<file path="src/rtl/datamem_arbiter.sv">
// Round-robin arbiter between the CPU data port (0) and the loader (1) for the
// shared edge-triggered data memory; emits clean MEM_LAT-wide strobes and a one-cycle ack.
module datamem_arbiter #(
    parameter int ADDR_W  = 32,
    parameter int DATA_W  = 32,
    parameter int MEM_LAT = 2
) (
    input  logic              clk,
    input  logic              rst,
    input  logic              req0,
    input  logic              we0,
    input  logic [ADDR_W-1:0] addr0,
    input  logic [DATA_W-1:0] wdata0,
    output logic              ack0,
    output logic [DATA_W-1:0] rdata0,
    input  logic              req1,
    input  logic              we1,
    input  logic [ADDR_W-1:0] addr1,
    input  logic [DATA_W-1:0] wdata1,
    output logic              ack1,
    output logic [DATA_W-1:0] rdata1,
    output logic [ADDR_W-1:0] mem_address,
    output logic [DATA_W-1:0] mem_writeData,
    output logic              mem_memRead,
    output logic              mem_memWrite,
    input  logic [DATA_W-1:0] mem_readdata,
    output logic              busy,
    output logic              owner
);

    typedef enum logic [1:0] {
        IDLE    = 2'd0,
        ACCESS  = 2'd1,
        RECOVER = 2'd2
    } state_t;

    typedef struct packed {
        logic              we;
        logic [ADDR_W-1:0] addr;
        logic [DATA_W-1:0] wdata;
    } req_t;

    localparam logic [3:0] LAT = 4'(MEM_LAT);

    state_t            state_q, state_d;
    logic [3:0]        cnt_q, cnt_d;
    logic              owner_q, owner_d;
    logic              we_q, we_d;
    logic              busy_q, busy_d;
    logic              rd_q, rd_d;
    logic              wr_q, wr_d;
    logic              ack0_q, ack0_d;
    logic              ack1_q, ack1_d;
    logic [ADDR_W-1:0] addr_q, addr_d;
    logic [DATA_W-1:0] wdata_q, wdata_d;
    logic [DATA_W-1:0] rdata0_q, rdata0_d;
    logic [DATA_W-1:0] rdata1_q, rdata1_d;

    logic              grant;
    req_t              sel;

    always_comb begin
        // On a tie the requester that was not served last wins.
        grant = (req0 && req1) ? ~owner_q : req1;
        sel   = grant ? '{we: we1, addr: addr1, wdata: wdata1}
                      : '{we: we0, addr: addr0, wdata: wdata0};
    end

    always_comb begin
        state_d  = state_q;
        cnt_d    = cnt_q;
        owner_d  = owner_q;
        we_d     = we_q;
        busy_d   = busy_q;
        rd_d     = rd_q;
        wr_d     = wr_q;
        ack0_d   = 1'b0;
        ack1_d   = 1'b0;
        addr_d   = addr_q;
        wdata_d  = wdata_q;
        rdata0_d = rdata0_q;
        rdata1_d = rdata1_q;

        case (state_q)
            IDLE: begin
                if (req0 || req1) begin
                    owner_d = grant;
                    we_d    = sel.we;
                    addr_d  = sel.addr;
                    wdata_d = sel.wdata;
                    rd_d    = ~sel.we;
                    wr_d    = sel.we;
                    busy_d  = 1'b1;
                    cnt_d   = 4'd1;
                    state_d = ACCESS;
                end
            end
            ACCESS: begin
                if (cnt_q == LAT) begin
                    rd_d    = 1'b0;
                    wr_d    = 1'b0;
                    cnt_d   = 4'd0;
                    state_d = RECOVER;
                    if (!we_q) begin
                        if (owner_q) rdata1_d = mem_readdata;
                        else         rdata0_d = mem_readdata;
                    end
                    if (owner_q) ack1_d = 1'b1;
                    else         ack0_d = 1'b1;
                end else begin
                    cnt_d = cnt_q + 4'd1;
                end
            end
            RECOVER: begin
                // Strobes are already low here, so the next access gets a fresh rising edge.
                busy_d  = 1'b0;
                state_d = IDLE;
            end
            default: begin
                rd_d    = 1'b0;
                wr_d    = 1'b0;
                busy_d  = 1'b0;
                cnt_d   = 4'd0;
                state_d = IDLE;
            end
        endcase
    end

    always_ff @(posedge clk) begin
        if (rst) begin
            state_q  <= IDLE;
            cnt_q    <= 4'd0;
            owner_q  <= 1'b1;
            we_q     <= 1'b0;
            busy_q   <= 1'b0;
            rd_q     <= 1'b0;
            wr_q     <= 1'b0;
            ack0_q   <= 1'b0;
            ack1_q   <= 1'b0;
            addr_q   <= '0;
            wdata_q  <= '0;
            rdata0_q <= '0;
            rdata1_q <= '0;
        end else begin
            state_q  <= state_d;
            cnt_q    <= cnt_d;
            owner_q  <= owner_d;
            we_q     <= we_d;
            busy_q   <= busy_d;
            rd_q     <= rd_d;
            wr_q     <= wr_d;
            ack0_q   <= ack0_d;
            ack1_q   <= ack1_d;
            addr_q   <= addr_d;
            wdata_q  <= wdata_d;
            rdata0_q <= rdata0_d;
            rdata1_q <= rdata1_d;
        end
    end

    assign ack0          = ack0_q;
    assign ack1          = ack1_q;
    assign rdata0        = rdata0_q;
    assign rdata1        = rdata1_q;
    assign mem_address   = addr_q;
    assign mem_writeData = wdata_q;
    assign mem_memRead   = rd_q;
    assign mem_memWrite  = wr_q;
    assign busy          = busy_q;
    assign owner         = owner_q;

endmodule

</file>
<file path="config.mk">
export PLATFORM = sky130hd
export DESIGN_NAME = datamem_arbiter
export DESIGN_NICKNAME = d
export VERILOG_FILES = /design/src/rtl/datamem_arbiter.sv
export SDC_FILE = /design/constraint.sdc
export NUM_CORES = 1
export LEC_CHECK = 0
export ABC_CLOCK_PERIOD_IN_PS = 1680
export CAP_MARGIN = 40
export CORE_ASPECT_RATIO = 0.8
export CORE_MARGIN = 3
export CORE_UTILIZATION = 30
export CTS_CLUSTER_DIAMETER = 100
export DETAILED_ROUTE_END_ITERATION = 12
export PLACE_DENSITY = 0.62
export RECOVER_POWER = 100
export SKIP_CTS_REPAIR_TIMING = 1
export SLEW_MARGIN = 20
export SYNTH_ARGS = -nofsm -noshare
export SYNTH_HDL_FRONTEND = slang
export SYNTH_SLANG_ARGS = --single-unit
</file>
<file path="constraint.sdc">
create_clock -name clk -period 1.68 [get_ports clk]
set_input_delay 0.336 -clock clk [delete_from_list [all_inputs] [get_ports clk]]
set_output_delay 0.336 -clock clk [all_outputs]
set_load 0.01 [all_outputs]
</file>
# Word-level counts from Yosys, hierarchy flattened

Cells that the tools add are included.

Flip-flop bits (word level): 141

Add/subtract/negate cells: 1
Eq/ne operators: 5
Muxes and demuxes: 17
Bitwise logic cells: 6
Reductions and logical operators: 11

Operators with widths:

| cell                  | count |
|---|---|
| $mux W65              | 1 |
| $pmux W4 S3           | 1 |
| $mux W4               | 2 |
| $reduce_and A2 Y1     | 4 |
| $reduce_and A4 Y1     | 2 |
| $mux W1               | 7 |
| $not A1 Y1            | 6 |
| $pmux W1 S3           | 2 |
| $add A4 B1 Y4 const B | 1 |
| $eq A4 B2 Y1 const B  | 1 |
| $mux W2               | 2 |
| $ne A2 B2 Y1 const B  | 2 |
| $pmux W2 S2           | 1 |
| $reduce_and A3 Y1     | 1 |
| $reduce_or A3 Y1      | 1 |
| $eq A2 B1 Y1 const B  | 1 |
| $eq A2 B2 Y1 const B  | 1 |
| $logic_not A2 Y1      | 1 |
| $pmux W1 S2           | 1 |
| $logic_and A1 B1 Y1   | 1 |
| $logic_or A1 B1 Y1    | 1 |

# Longest topological paths before layout

Gate-level depths: netlist of the first run.

Word-level depth: 6
Gate-level depth with buffers: 7

# Worst setup path before layout of the first run

No wires, ideal clock.

Path type: reg2reg
From: register cnt_q[0]
To: register rdata0_q[10] (netlist: rdata0[10])
Library setup time: 0.132 ns
Data arrival time: 1.465 ns
Data required time: 1.548 ns
Setup slack: 0.083 ns
Cell stages (with the launch flop): 8
Buffers on the path: 2
Clock period less this slack: 1.597 ns
Cells stage by stage: dfxtp_1 inv_1 ha_1 or3b_1 buf_6 clkbuf_1 o21ai_1 a21oi_1

Word-level cells in the longest chain between the ends: 2

Ends and longest elaborated chain:

| element                     | RTL line | RTL |
|---|---|---|
| start, declared             | 46       | `logic [3:0] cnt_q, cnt_d;` |
| start signal, assigned      | 146      | `cnt_q <= cnt_d;` |
| $eq A4 B2 Y1                | 99       | `if (cnt_q == LAT) begin` |
| $reduce_and A4 Y1 (no line) | --       |  |
| end signal, assigned        | 156      | `rdata0_q <= rdata0_d;` |
| end, declared               | 56       | `logic [DATA_W-1:0] rdata0_q, rdata0_d;` |

No other way between the ends.
A chain may end at the register's enable or synchronous reset.

# Worst setup path in the final report of the first run

From: register wdata_q[16] (netlist: mem_writeData[16])
To: output port mem_writeData[16]

RTL lines:

| element                | RTL line | RTL |
|---|---|---|
| start, declared        | 55       | `logic [DATA_W-1:0] wdata_q, wdata_d;` |
| start signal, assigned | 155      | `wdata_q <= wdata_d;` |
| end, declared          | 23       | `output logic [DATA_W-1:0] mem_writeData,` |

No word-level cell between the ends.

==> impl_metrics.prom, run 1 <==
# TYPE chip_impl_metric gauge
chip_impl_info{name="outcome",value="finished clean"} 1
chip_impl_info{name="root_buffer",value="sky130_fd_sc_hd__clkbuf_16"} 1
chip_impl_metric{name="maxSlewViolCount",unit=""} 0
chip_impl_metric{name="nNetsFinal",unit=""} 1106
chip_impl_metric{name="ir_worst_vdd",unit="uV"} 673
chip_impl_metric{name="final-hold-violation-count",unit=""} 0
chip_impl_metric{name="critPathRequiredTime",unit="ps"} 1340
chip_impl_info{name="post_synth_main_area_contributors",value="sky130_fd_sc_hd__dfxtp_1 (45%), sky130_fd_sc_hd__a21oi_1 (11%), sky130_fd_sc_hd__mux2i_1 (10%), sky130_fd_sc_hd__a211oi_2 (9.9%), sky130_fd_sc_hd__nand3_1 (5.3%)"} 1
chip_impl_metric{name="yosys_warnings",unit=""} 0
chip_impl_metric{name="cp_num_buf_inv",unit=""} 1
chip_impl_info{name="setup.worst_path.class",value="flip-flop to output port"} 1
chip_impl_metric{name="min_period",unit="ps"} 1640
chip_impl_info{name="cell_taking_the_most_area_after_synthesis",value="sky130_fd_sc_hd__dfxtp_1"} 1
chip_impl_metric{name="power_per_cell_area",unit="nW/um^2"} 934
chip_impl_metric{name="rows",unit=""} 46
chip_impl_metric{name="synthAdderAreaFrac",unit=""} 0.00395
chip_impl_metric{name="finalWirelength",unit="mm"} 21.7
chip_impl_metric{name="detail_route.drc_violations",unit=""} 0
chip_impl_metric{name="post_synth.cell_area_avg",unit="um^2"} 9.67
chip_impl_metric{name="grt_start_max_net_pins",unit=""} 68
chip_impl_metric{name="drive_above_1_share",unit=""} 0.140
chip_impl_metric{name="grt_antenna_before_repair",unit=""} 0
chip_impl_metric{name="synth-seq-cells",unit=""} 141
chip_impl_metric{name="first_global_vias",unit=""} 5982
chip_impl_metric{name="place.detailed.instances",unit=""} 1181
chip_impl_metric{name="place.gp.congestion",unit=""} 0.729
chip_impl_info{name="synth_top_family_by_area",value="compound AO/OA/AOI/OAI gates"} 1
chip_impl_metric{name="leakage",unit="uW"} 0.00350
chip_impl_metric{name="post_synth_and_or_nand_nor_area_fraction",unit=""} 0.0840
chip_impl_metric{name="core_region_area",unit="um^2"} 20300
chip_impl_metric{name="routedWlPerCell",unit="um"} 17.8
chip_impl_metric{name="timing.fmax",unit="MHz"} 609
chip_impl_metric{name="postLayoutCoreUtil",unit=""} 0.502
chip_impl_metric{name="post_synthesis_instance_area",unit="um^2"} 6330
chip_impl_info{name="hold_path_class",value="input port to flip-flop"} 1
chip_impl_metric{name="synth_enable_flop_cells",unit=""} 0
chip_impl_metric{name="yosys.area_share.xor_xnor",unit=""} 0
chip_impl_metric{name="initialDrtViolationCount",unit=""} 340
chip_impl_metric{name="worstPathMaxFanout",unit=""} 2
chip_impl_metric{name="cap_viol_max_count",unit=""} 0
chip_impl_info{name="crit_path_top_delay_cell",value="sky130_fd_sc_hd__clkdlybuf4s50_1"} 1
chip_impl_metric{name="synth_fp_nets",unit=""} 823
chip_impl_metric{name="clock-skew-final",unit="ps"} 16.8
chip_impl_metric{name="sequential_cell_area_fraction_in_the_yosys_report",unit=""} 0.446
chip_impl_metric{name="worstSkewPairLatency",unit="ps"} 420
chip_impl_metric{name="synth-compound-area-share",unit=""} 0.290
chip_impl_metric{name="ioPinCount",unit=""} 300
chip_impl_metric{name="final.setup.worst_slack",unit="ps"} 37.8
chip_impl_metric{name="synth.distinct_cells",unit=""} 43
chip_impl_metric{name="antennaDiodeCount",unit=""} 0
chip_impl_metric{name="h_tree_levels",unit=""} 4
chip_impl_metric{name="final_antenna_net_count",unit=""} 0
chip_impl_metric{name="vias_per_std_cell",unit=""} 5.01
chip_impl_metric{name="syn_to_final_growth",unit="%"} 60.7
chip_impl_metric{name="floorplan.die.height",unit="um"} 136
chip_impl_info{name="synthTopCellsByCount",value="sky130_fd_sc_hd__dfxtp_1 (141), sky130_fd_sc_hd__a21oi_1 (134), sky130_fd_sc_hd__nand3_1 (67), sky130_fd_sc_hd__mux2i_1 (65), sky130_fd_sc_hd__a211oi_2 (50)"} 1
chip_impl_info{name="yosysMostFrequentCell",value="sky130_fd_sc_hd__dfxtp_1"} 1
chip_impl_info{name="timing.critical_path.max_delay_family",value="buffers and inverters"} 1
chip_impl_metric{name="synthesis.instances",unit=""} 655
chip_impl_metric{name="tightest_slew",unit="ps"} 463
chip_impl_metric{name="timing.final.crit_share",unit=""} 0.977
chip_impl_metric{name="numPortBuffers",unit=""} 299
chip_impl_metric{name="first_pass_iters",unit=""} 7
chip_impl_metric{name="hpwlAfterDp",unit="mm"} 14.5
chip_impl_metric{name="fraction_of_post_synthesis_cell_area_in_the_top_cell_type_by_area",unit=""} 0.446
chip_impl_info{name="synth_flop_cell",value="sky130_fd_sc_hd__dfxtp_1"} 1
chip_impl_metric{name="route.vias.total",unit=""} 6091
chip_impl_metric{name="worst_rel_slew_slack",unit=""} 0.691
chip_impl_metric{name="fillers",unit=""} 1901
chip_impl_metric{name="start_util",unit=""} 0.313
chip_impl_info{name="crit_chain",value="clkdlybuf4s50_1"} 1
chip_impl_metric{name="globalRouteOverflowTotal",unit=""} 0
chip_impl_metric{name="cts-buffers-inserted",unit=""} 17
chip_impl_metric{name="critical_path_arrival",unit="ps"} 1310
chip_impl_metric{name="pre_cts_ws",unit="ps"} -266
chip_impl_metric{name="setup_viol",unit=""} 0
chip_impl_info{name="clock_tree_from_tritoncts",value="yes"} 1
chip_impl_metric{name="instances_no_fill",unit=""} 1215
chip_impl_metric{name="grt_pass1_wl",unit="mm"} 32.9
chip_impl_metric{name="fp.dieW",unit="um"} 168
chip_impl_metric{name="clockBufferDepth",unit=""} 2
chip_impl_info{name="endpoint_kind",value="output port"} 1
chip_impl_metric{name="worst_path_largest_cell_delay",unit="ps"} 560
chip_impl_metric{name="grt_use_total",unit=""} 0.178
chip_impl_metric{name="synth_mux_area_frac",unit=""} 0.105
chip_impl_metric{name="synthArstFlopShare",unit=""} 0
chip_impl_metric{name="cts_num_sinks",unit=""} 141
chip_impl_metric{name="clk_transition_reported_paths",unit="ps"} 50
chip_impl_info{name="timing.critical_path.from_type",value="flip-flop"} 1
chip_impl_metric{name="die-area",unit="um^2"} 22900
## per-stage QoR
stage          power, uW  setup TNS [ps]  instance area, um^2  hold WS, ps
4_1_cts             9700            -362                10300          320
5_1_grt             9910           -1.03                10200          332
3_5_place_dp        5790          -14430                 9730          463
6_report            9510               0                10200          329
2_1_floorplan       4700               0                 6330          484
3_3_place_gp        5780          -12090                 9730          451
## placed cells by master, fill, tap and decap left out, types with 3 or more instances in the layout
cell                              Yosys  layout
sky130_fd_sc_hd__a211oi_1            15      18
sky130_fd_sc_hd__a211oi_2            50      47
sky130_fd_sc_hd__a21oi_1            134     134
sky130_fd_sc_hd__buf_12               0      16
sky130_fd_sc_hd__buf_4                5      18
sky130_fd_sc_hd__bufinv_16            0       3
sky130_fd_sc_hd__clkbuf_1            32      33
sky130_fd_sc_hd__clkbuf_16            0      19
sky130_fd_sc_hd__clkbuf_2             0       3
sky130_fd_sc_hd__clkdlybuf4s25_1      0      53
sky130_fd_sc_hd__clkdlybuf4s50_1      0     215
sky130_fd_sc_hd__clkinv_4             0       4
sky130_fd_sc_hd__dfxtp_1            141     140
sky130_fd_sc_hd__inv_1                4       4
sky130_fd_sc_hd__mux2i_1             65      65
sky130_fd_sc_hd__nand2_1              4       4
sky130_fd_sc_hd__nand3_1             67      67
sky130_fd_sc_hd__nand3b_1             3       3
sky130_fd_sc_hd__o21ai_0             33      24
sky130_fd_sc_hd__o21ai_1             28      37
sky130_fd_sc_hd__o21ai_2              3       3
sky130_fd_sc_hd__o32ai_1              3       3
## final cells by class
type	count	area (um^2)	share of cell area
multi-input cells	435	3070	0.302
clock inverters	12	163	0.0160
clock buffers	20	437	0.0429
inverters	4	15.0	0.00148
flip-flops and latches	141	2820	0.278
repair buffers	339	3340	0.328
well taps	264	330	0.0325
## worst paths after layout
check / cells past startpoint / startpoint / slack, ps / end
max: 1 / mem_writeData[16] / 40 / mem_writeData[16]
min: 2 / rst / 330 / state_q[1]
max reg2reg: 6 / cnt_q[0] / 70 / rdata1[9]
min reg2reg: 2 / rdata1[7] / 470 / rdata1[7]
## sequential cells by signal, summed over array words and instances (netlist names)
| signal | count |
|---|---|
| ack0 | 1 |
| ack1 | 1 |
| busy | 1 |
| cnt_q | 4 |
| mem_address | 32 |
| mem_memRead | 1 |
| mem_memWrite | 1 |
| mem_writeData | 32 |
| owner | 1 |
| rdata0 | 32 |
| rdata1 | 32 |
| state_q | 2 |
| we_q | 1 |
## cell families (layout without fill, tap and decap cells)
| logic type | count (synthesis) | after routing |
|---|---|---|
| adder cells (fa/ha/maj) | 2 | 2 |
| flip-flops | 141 | 141 |
| buffers and inverters | 79 | 375 |
| AND/OR/NAND/NOR | 93 | 93 |
| AO/OA/AOI/OAI | 274 | 274 |
| multiplexers | 66 | 66 |
## where the power goes
part	internal (uW)	switching, uW
registers	3540	106
clock network	2350	1520
logic	1040	943
total	6940	2570
## metal layers
| layer | global-route usage | share of wire | wire length [um] |
|---|---|---|---|
| met1 | 0.233 | 0.44 | 9550 |
| met2 | 0.287 | 0.47 | 10300 |
| met3 | 0.0581 | 0.078 | 1700 |
| met4 | 0.0400 | 0.0078 | 170 |
| met5 | 0 | 0 | 0 |
Power figures use the tool's default switching activity.
==> run 2, diff against run 1 <==
- CELL_PAD_IN_SITES_DETAIL_PLACEMENT: default -> 0
- CELL_PAD_IN_SITES_GLOBAL_PLACEMENT: default -> 1
- CORE_UTILIZATION: 30 -> 27
- PLACE_DENSITY: 0.62 -> 0.75
==> impl_metrics.prom, run 2 (synthesis gave the netlist of run 1 again) <==
# TYPE chip_impl_metric gauge
chip_impl_metric{name="pre_cts_ws",unit="ps"} -256
chip_impl_metric{name="h_tree_levels",unit=""} 4
chip_impl_metric{name="nNetsFinal",unit=""} 1111
chip_impl_metric{name="grt_antenna_before_repair",unit=""} 0
chip_impl_metric{name="finalWirelength",unit="mm"} 22.4
chip_impl_metric{name="ir_worst_vdd",unit="uV"} 537
chip_impl_metric{name="critPathRequiredTime",unit="ps"} 1340
chip_impl_metric{name="drive_above_1_share",unit=""} 0.138
chip_impl_metric{name="syn_to_final_growth",unit="%"} 58.8
chip_impl_metric{name="maxSlewViolCount",unit=""} 0
chip_impl_metric{name="routedWlPerCell",unit="um"} 17.7
chip_impl_metric{name="worst_path_largest_cell_delay",unit="ps"} 560
chip_impl_metric{name="numPortBuffers",unit=""} 299
chip_impl_metric{name="critical_path_arrival",unit="ps"} 1310
chip_impl_info{name="rsz0062_at_grt",value="false"} 1
chip_impl_metric{name="final_design_area_no_fill",unit="um^2"} 10100
chip_impl_metric{name="power_per_cell_area",unit="nW/um^2"} 903
chip_impl_metric{name="globalRouteOverflowTotal",unit=""} 0
chip_impl_metric{name="clk_transition_reported_paths",unit="ps"} 60
chip_impl_info{name="reg2reg_from",value="owner"} 1
chip_impl_info{name="timing.critical_path.max_delay_family",value="buffers and inverters"} 1
chip_impl_metric{name="floorplan.die.height",unit="um"} 143
chip_impl_info{name="outcome",value="finished clean"} 1
chip_impl_metric{name="fp.dieW",unit="um"} 177
chip_impl_metric{name="worst_rel_slew_slack",unit=""} 0.698
chip_impl_metric{name="min_delay_path_depth",unit=""} 2
chip_impl_metric{name="core_region_area",unit="um^2"} 22700
chip_impl_metric{name="min_period",unit="ps"} 1640
chip_impl_metric{name="first_global_vias",unit=""} 6108
chip_impl_metric{name="leakage",unit="uW"} 0.00345
chip_impl_info{name="crit_chain",value="clkdlybuf4s50_1"} 1
chip_impl_metric{name="timing.final.crit_share",unit=""} 0.978
chip_impl_metric{name="setup_viol",unit=""} 0
chip_impl_info{name="most-common-layout-cells",value="sky130_fd_sc_hd__clkdlybuf4s50_1 (232), sky130_fd_sc_hd__dfxtp_1 (141), sky130_fd_sc_hd__a21oi_1 (134), sky130_fd_sc_hd__nand3_1 (67), sky130_fd_sc_hd__mux2i_1 (65)"} 1
chip_impl_metric{name="timing.fmax",unit="MHz"} 609
chip_impl_metric{name="start_util",unit=""} 0.278
chip_impl_metric{name="grt_pass1_wl",unit="mm"} 33.8
chip_impl_metric{name="hpwlAfterDp",unit="mm"} 15.2
chip_impl_info{name="setup.worst_path.class",value="flip-flop to output port"} 1
chip_impl_info{name="timing.critical_path.from_type",value="flip-flop"} 1
chip_impl_metric{name="instances_no_fill",unit=""} 1262
chip_impl_metric{name="grt_start_max_net_pins",unit=""} 65
chip_impl_metric{name="cell_area_placed",unit="um^2"} 9810
chip_impl_info{name="worst_r2r_endpoint",value="mem_writeData[25]"} 1
chip_impl_metric{name="place.detailed.instances",unit=""} 1229
chip_impl_info{name="mostFrequentLayoutCell",value="sky130_fd_sc_hd__clkdlybuf4s50_1"} 1
chip_impl_metric{name="rows",unit=""} 49
chip_impl_info{name="hold_path_class",value="input port to flip-flop"} 1
chip_impl_info{name="crit_path_top_delay_cell",value="sky130_fd_sc_hd__clkdlybuf4s50_1"} 1
chip_impl_metric{name="r2r_cells",unit=""} 6
chip_impl_info{name="root_buffer",value="sky130_fd_sc_hd__clkbuf_16"} 1
chip_impl_metric{name="initialDrtViolationCount",unit=""} 294
chip_impl_info{name="endpoint_kind",value="output port"} 1
chip_impl_metric{name="cp_num_buf_inv",unit=""} 1
chip_impl_info{name="clock_tree_from_tritoncts",value="yes"} 1
chip_impl_metric{name="route.vias.total",unit=""} 6112
chip_impl_metric{name="detail_route.drc_violations",unit=""} 0
chip_impl_metric{name="cts-buffers-inserted",unit=""} 17
chip_impl_metric{name="final-hold-violation-count",unit=""} 0
chip_impl_metric{name="first_pass_iters",unit=""} 4
chip_impl_metric{name="final_antenna_net_count",unit=""} 0
chip_impl_metric{name="worstSkewPairLatency",unit="ps"} 420
chip_impl_info{name="min_to",value="state_q[1]"} 1
chip_impl_metric{name="clock-skew-final",unit="ps"} 14.5
chip_impl_metric{name="worstPathMaxFanout",unit=""} 2
chip_impl_metric{name="ioPinCount",unit=""} 300
chip_impl_metric{name="final.setup.worst_slack",unit="ps"} 37.1
chip_impl_metric{name="cap_viol_max_count",unit=""} 0
chip_impl_metric{name="die-area",unit="um^2"} 25300
chip_impl_metric{name="ff2ff_setup_slack",unit="ps"} 90
chip_impl_metric{name="place.gp.congestion",unit=""} 0.734
chip_impl_metric{name="fin_setup_tns",unit="ps"} 0
chip_impl_metric{name="antennaDiodeCount",unit=""} 0
chip_impl_metric{name="grt_use_total",unit=""} 0.167
chip_impl_metric{name="tightest_slew",unit="ps"} 453
chip_impl_metric{name="cts_num_sinks",unit=""} 141
chip_impl_metric{name="clockBufferDepth",unit=""} 2
chip_impl_info{name="hold_path_startpoint",value="rst"} 1
chip_impl_metric{name="vias_per_std_cell",unit=""} 4.84
-- run 2: through the flow --
step	total power, uW	hold WS, ps	utilization
2_1_floorplan	4700	484	-
3_3_place_gp	5810	449	0.431
3_5_place_dp	5820	459	0.431
4_1_cts	9340	242	0.455
5_1_grt	9510	247	0.442
6_report	9080	258	0.442
-- run 2: where the power goes --
part / internal [uW] / leakage [uW] / total, uW / switching (uW)
combinational: 1010 / 0.00205 / 1960 / 944
clock: 1930 / 0.000245 / 3470 / 1540
sequential: 3540 / 0.00115 / 3650 / 105
-- run 2: cell type report --
| cell class | instances | area [um^2] |
|---|---|---|
| Fill cell | 2256 | 12700 |
| Inverter | 4 | 15.0 |
| Timing Repair Buffer | 344 | 3260 |
| Clock buffer | 20 | 447 |
| Multi-Input combinational cell | 435 | 3040 |
| Clock inverter | 12 | 90.1 |
| Tap cell | 306 | 383 |
| Sequential cell | 141 | 2820 |
-- run 2: worst max-delay path by stage --
stage / end / start / slack, ps / cells after the start
final: mem_writeData[5] / mem_writeData[5] / 40 / 1
after CTS: owner / owner / -180 / 2
after global placement: mem_address[5] / req1 / -230 / 6
after global routing: rdata1[24] / rdata1[24] / 0.2 / 1
after floorplan: rdata0[10] / cnt_q[0] / 80 / 7
after detailed placement: mem_writeData[25] / req1 / -260 / 6
-- run 2: per-layer routing --
layer  vias up  share of wire  track usage
met5         -              0            0
met4         0          0.010       0.0393
met3        16          0.075       0.0486
met2       201           0.47        0.273
met1      2896           0.44        0.218
li1       2999              -            -
==> run 3, diff against run 2 <==
- ABC_CLOCK_PERIOD_IN_PS: 1680 -> 2000
- CAP_MARGIN: 40 -> default
- CORE_UTILIZATION: 27 -> 30
- PLACE_DENSITY: 0.75 -> 0.79
- clock period: 1.68 -> 2 ns (I/O delays scaled with it)
==> impl_metrics.prom, run 3 (synthesis gave the netlist of run 1 again) <==
# TYPE chip_impl_metric gauge
chip_impl_info{name="mostFrequentLayoutCell",value="sky130_fd_sc_hd__clkdlybuf4s50_1"} 1
chip_impl_metric{name="clock-skew-final",unit="ps"} 6.83
chip_impl_metric{name="setup_viol",unit=""} 0
chip_impl_metric{name="routedWlPerCell",unit="um"} 17.7
chip_impl_metric{name="holdWs",unit="ps"} 388
chip_impl_info{name="timing.critical_path.max_delay_family",value="buffers and inverters"} 1
chip_impl_info{name="crit_chain",value="clkdlybuf4s50_1"} 1
chip_impl_info{name="root_buffer",value="sky130_fd_sc_hd__clkbuf_16"} 1
chip_impl_metric{name="first_global_vias",unit=""} 5978
chip_impl_metric{name="initialDrtViolationCount",unit=""} 348
chip_impl_metric{name="start_util",unit=""} 0.313
chip_impl_metric{name="place.gp.congestion",unit=""} 0.741
chip_impl_metric{name="finalWirelength",unit="mm"} 21.3
chip_impl_metric{name="nNetsFinal",unit=""} 1095
chip_impl_metric{name="tightest_slew",unit="ps"} 831
chip_impl_metric{name="power",unit="uW"} 7930
chip_impl_metric{name="worstPathMaxFanout",unit=""} 10
chip_impl_metric{name="worst_path_largest_cell_delay",unit="ps"} 630
chip_impl_metric{name="min_period",unit="ps"} 1900
chip_impl_metric{name="grt_use_met1",unit=""} 0.229
chip_impl_metric{name="cp_num_buf_inv",unit=""} 1
chip_impl_metric{name="critical_path_arrival",unit="ps"} 1500
chip_impl_info{name="hold_path_class",value="input port to flip-flop"} 1
chip_impl_metric{name="die-area",unit="um^2"} 22900
chip_impl_metric{name="syn_to_final_growth",unit="%"} 60.8
chip_impl_metric{name="grt_start_max_net_pins",unit=""} 70
chip_impl_info{name="rsz0062_at_grt",value="false"} 1
chip_impl_metric{name="hpwlAfterDp",unit="mm"} 14.6
chip_impl_metric{name="globalRouteOverflowTotal",unit=""} 0
chip_impl_metric{name="grt_pass1_wl",unit="mm"} 33.0
chip_impl_metric{name="cell_area_placed",unit="um^2"} 9620
chip_impl_metric{name="detail_route.drc_violations",unit=""} 0
chip_impl_info{name="endpoint_kind",value="output port"} 1
chip_impl_metric{name="power_per_cell_area",unit="nW/um^2"} 779
chip_impl_metric{name="fp.dieW",unit="um"} 168
chip_impl_metric{name="cap_viol_max_count",unit=""} 0
chip_impl_info{name="setup.worst_path.class",value="flip-flop to output port"} 1
chip_impl_metric{name="globalRouteMet2Util",unit=""} 0.298
chip_impl_metric{name="ir_worst_vdd",unit="uV"} 498
chip_impl_info{name="grt-busiest-layer",value="met2"} 1
chip_impl_metric{name="h_tree_levels",unit=""} 4
chip_impl_metric{name="p_clk_frac",unit=""} 0.411
chip_impl_metric{name="grt_use_total",unit=""} 0.179
chip_impl_metric{name="final_design_area_no_fill",unit="um^2"} 10200
chip_impl_metric{name="critPathRequiredTime",unit="ps"} 1600
chip_impl_metric{name="timing.fmax",unit="MHz"} 525
chip_impl_metric{name="cts_num_sinks",unit=""} 141
chip_impl_metric{name="worstSkewPairLatency",unit="ps"} 410
chip_impl_metric{name="final_antenna_net_count",unit=""} 0
chip_impl_metric{name="timing.final.crit_share",unit=""} 0.952
chip_impl_metric{name="grtUsageMet3",unit=""} 0.0558
chip_impl_metric{name="pwr-share-seq",unit=""} 0.386
chip_impl_metric{name="core_region_area",unit="um^2"} 20300
chip_impl_metric{name="first_pass_iters",unit=""} 5
chip_impl_metric{name="grt_antenna_before_repair",unit=""} 0
chip_impl_metric{name="floorplan.die.height",unit="um"} 136
chip_impl_metric{name="pwr-share-comb",unit=""} 0.204
chip_impl_metric{name="final-hold-violation-count",unit=""} 0
chip_impl_info{name="crit_path_top_delay_cell",value="sky130_fd_sc_hd__clkdlybuf4s50_1"} 1
chip_impl_metric{name="cts-buffers-inserted",unit=""} 17
chip_impl_metric{name="maxSlewViolCount",unit=""} 0
chip_impl_metric{name="drive_above_1_share",unit=""} 0.127
chip_impl_metric{name="net-switching-power",unit="uW"} 2110
chip_impl_metric{name="numPortBuffers",unit=""} 299
chip_impl_metric{name="antennaDiodeCount",unit=""} 0
chip_impl_info{name="most-common-layout-cells",value="sky130_fd_sc_hd__clkdlybuf4s50_1 (165), sky130_fd_sc_hd__dfxtp_1 (140), sky130_fd_sc_hd__a21oi_1 (134), sky130_fd_sc_hd__dlygate4sd3_1 (133), sky130_fd_sc_hd__nand3_1 (67)"} 1
chip_impl_info{name="outcome",value="finished clean"} 1
chip_impl_metric{name="worst_rel_slew_slack",unit=""} 0.446
chip_impl_metric{name="swShare",unit=""} 0.265
chip_impl_metric{name="ioPinCount",unit=""} 300
chip_impl_info{name="timing.critical_path.from_type",value="flip-flop"} 1
chip_impl_metric{name="vias_per_std_cell",unit=""} 4.96
chip_impl_metric{name="clockBufferDepth",unit=""} 2
chip_impl_info{name="clock_tree_from_tritoncts",value="yes"} 1
chip_impl_metric{name="rows",unit=""} 46
chip_impl_metric{name="leakage",unit="uW"} 0.00389
chip_impl_metric{name="p_int",unit="uW"} 5830
chip_impl_metric{name="clk_transition_reported_paths",unit="ps"} 60
chip_impl_metric{name="route.vias.total",unit=""} 5977
==> run 3: path summary, 6_finish.rpt <==
| kind | start | endpoint | slack [ps] | cells past startpoint |
|---|---|---|---|---|
| setup / recovery | owner | owner | 100 | 1 |
| hold / removal | rst | state_q[1] | 390 | 2 |
| setup reg to reg | state_q[1] | mem_writeData[1] | 180 | 5 |
| hold reg to reg | rdata0[11] | rdata0[11] | 460 | 2 |
==> run 3: per-stage QoR <==
| step | TNS, ps | setup WS, ps | utilization | std cells |
|---|---|---|---|---|
| 6_report | 0 | 96.4 | 0.503 | 1204 |
| 3_5_place_dp | 0 | 15.7 | 0.475 | 1172 |
| 5_1_grt | 0 | 22.9 | 0.503 | 1204 |
| 4_1_cts | -127 | -127 | 0.505 | 1204 |
| 3_3_place_gp | 0 | 39.6 | 0.475 | 1172 |
| 2_1_floorplan | 0 | 403 | - | 655 |
==> run 3: routing by layer <==
metal,up-vias,share of wire
met5,-,0
met4,0,0.0078
met3,10,0.074
met2,195,0.47
met1,2803,0.45
li1,2969,-
==> run 3: cell type report <==
| type | instances | area [um^2] |
|---|---|---|
| fill | 1937 | 10100 |
| timing repair buffer | 328 | 3370 |
| multi-input combinational | 435 | 3030 |
| sequential | 141 | 2820 |
| clock buffer | 19 | 443 |
| tap | 264 | 330 |
| clock inverter | 13 | 164 |
| inverter | 4 | 15.0 |
==> run 3: power groups by stage <==
stage	Clock (uW)	Sequential, uW	Combinational, uW
2_1_floorplan	0	3190	750
3_3_place_gp	0	3130	1690
3_5_place_dp	0	3130	1700
4_1_cts	3360	3070	1710
5_1_grt	3470	3090	1750
6_report	3260	3060	1610
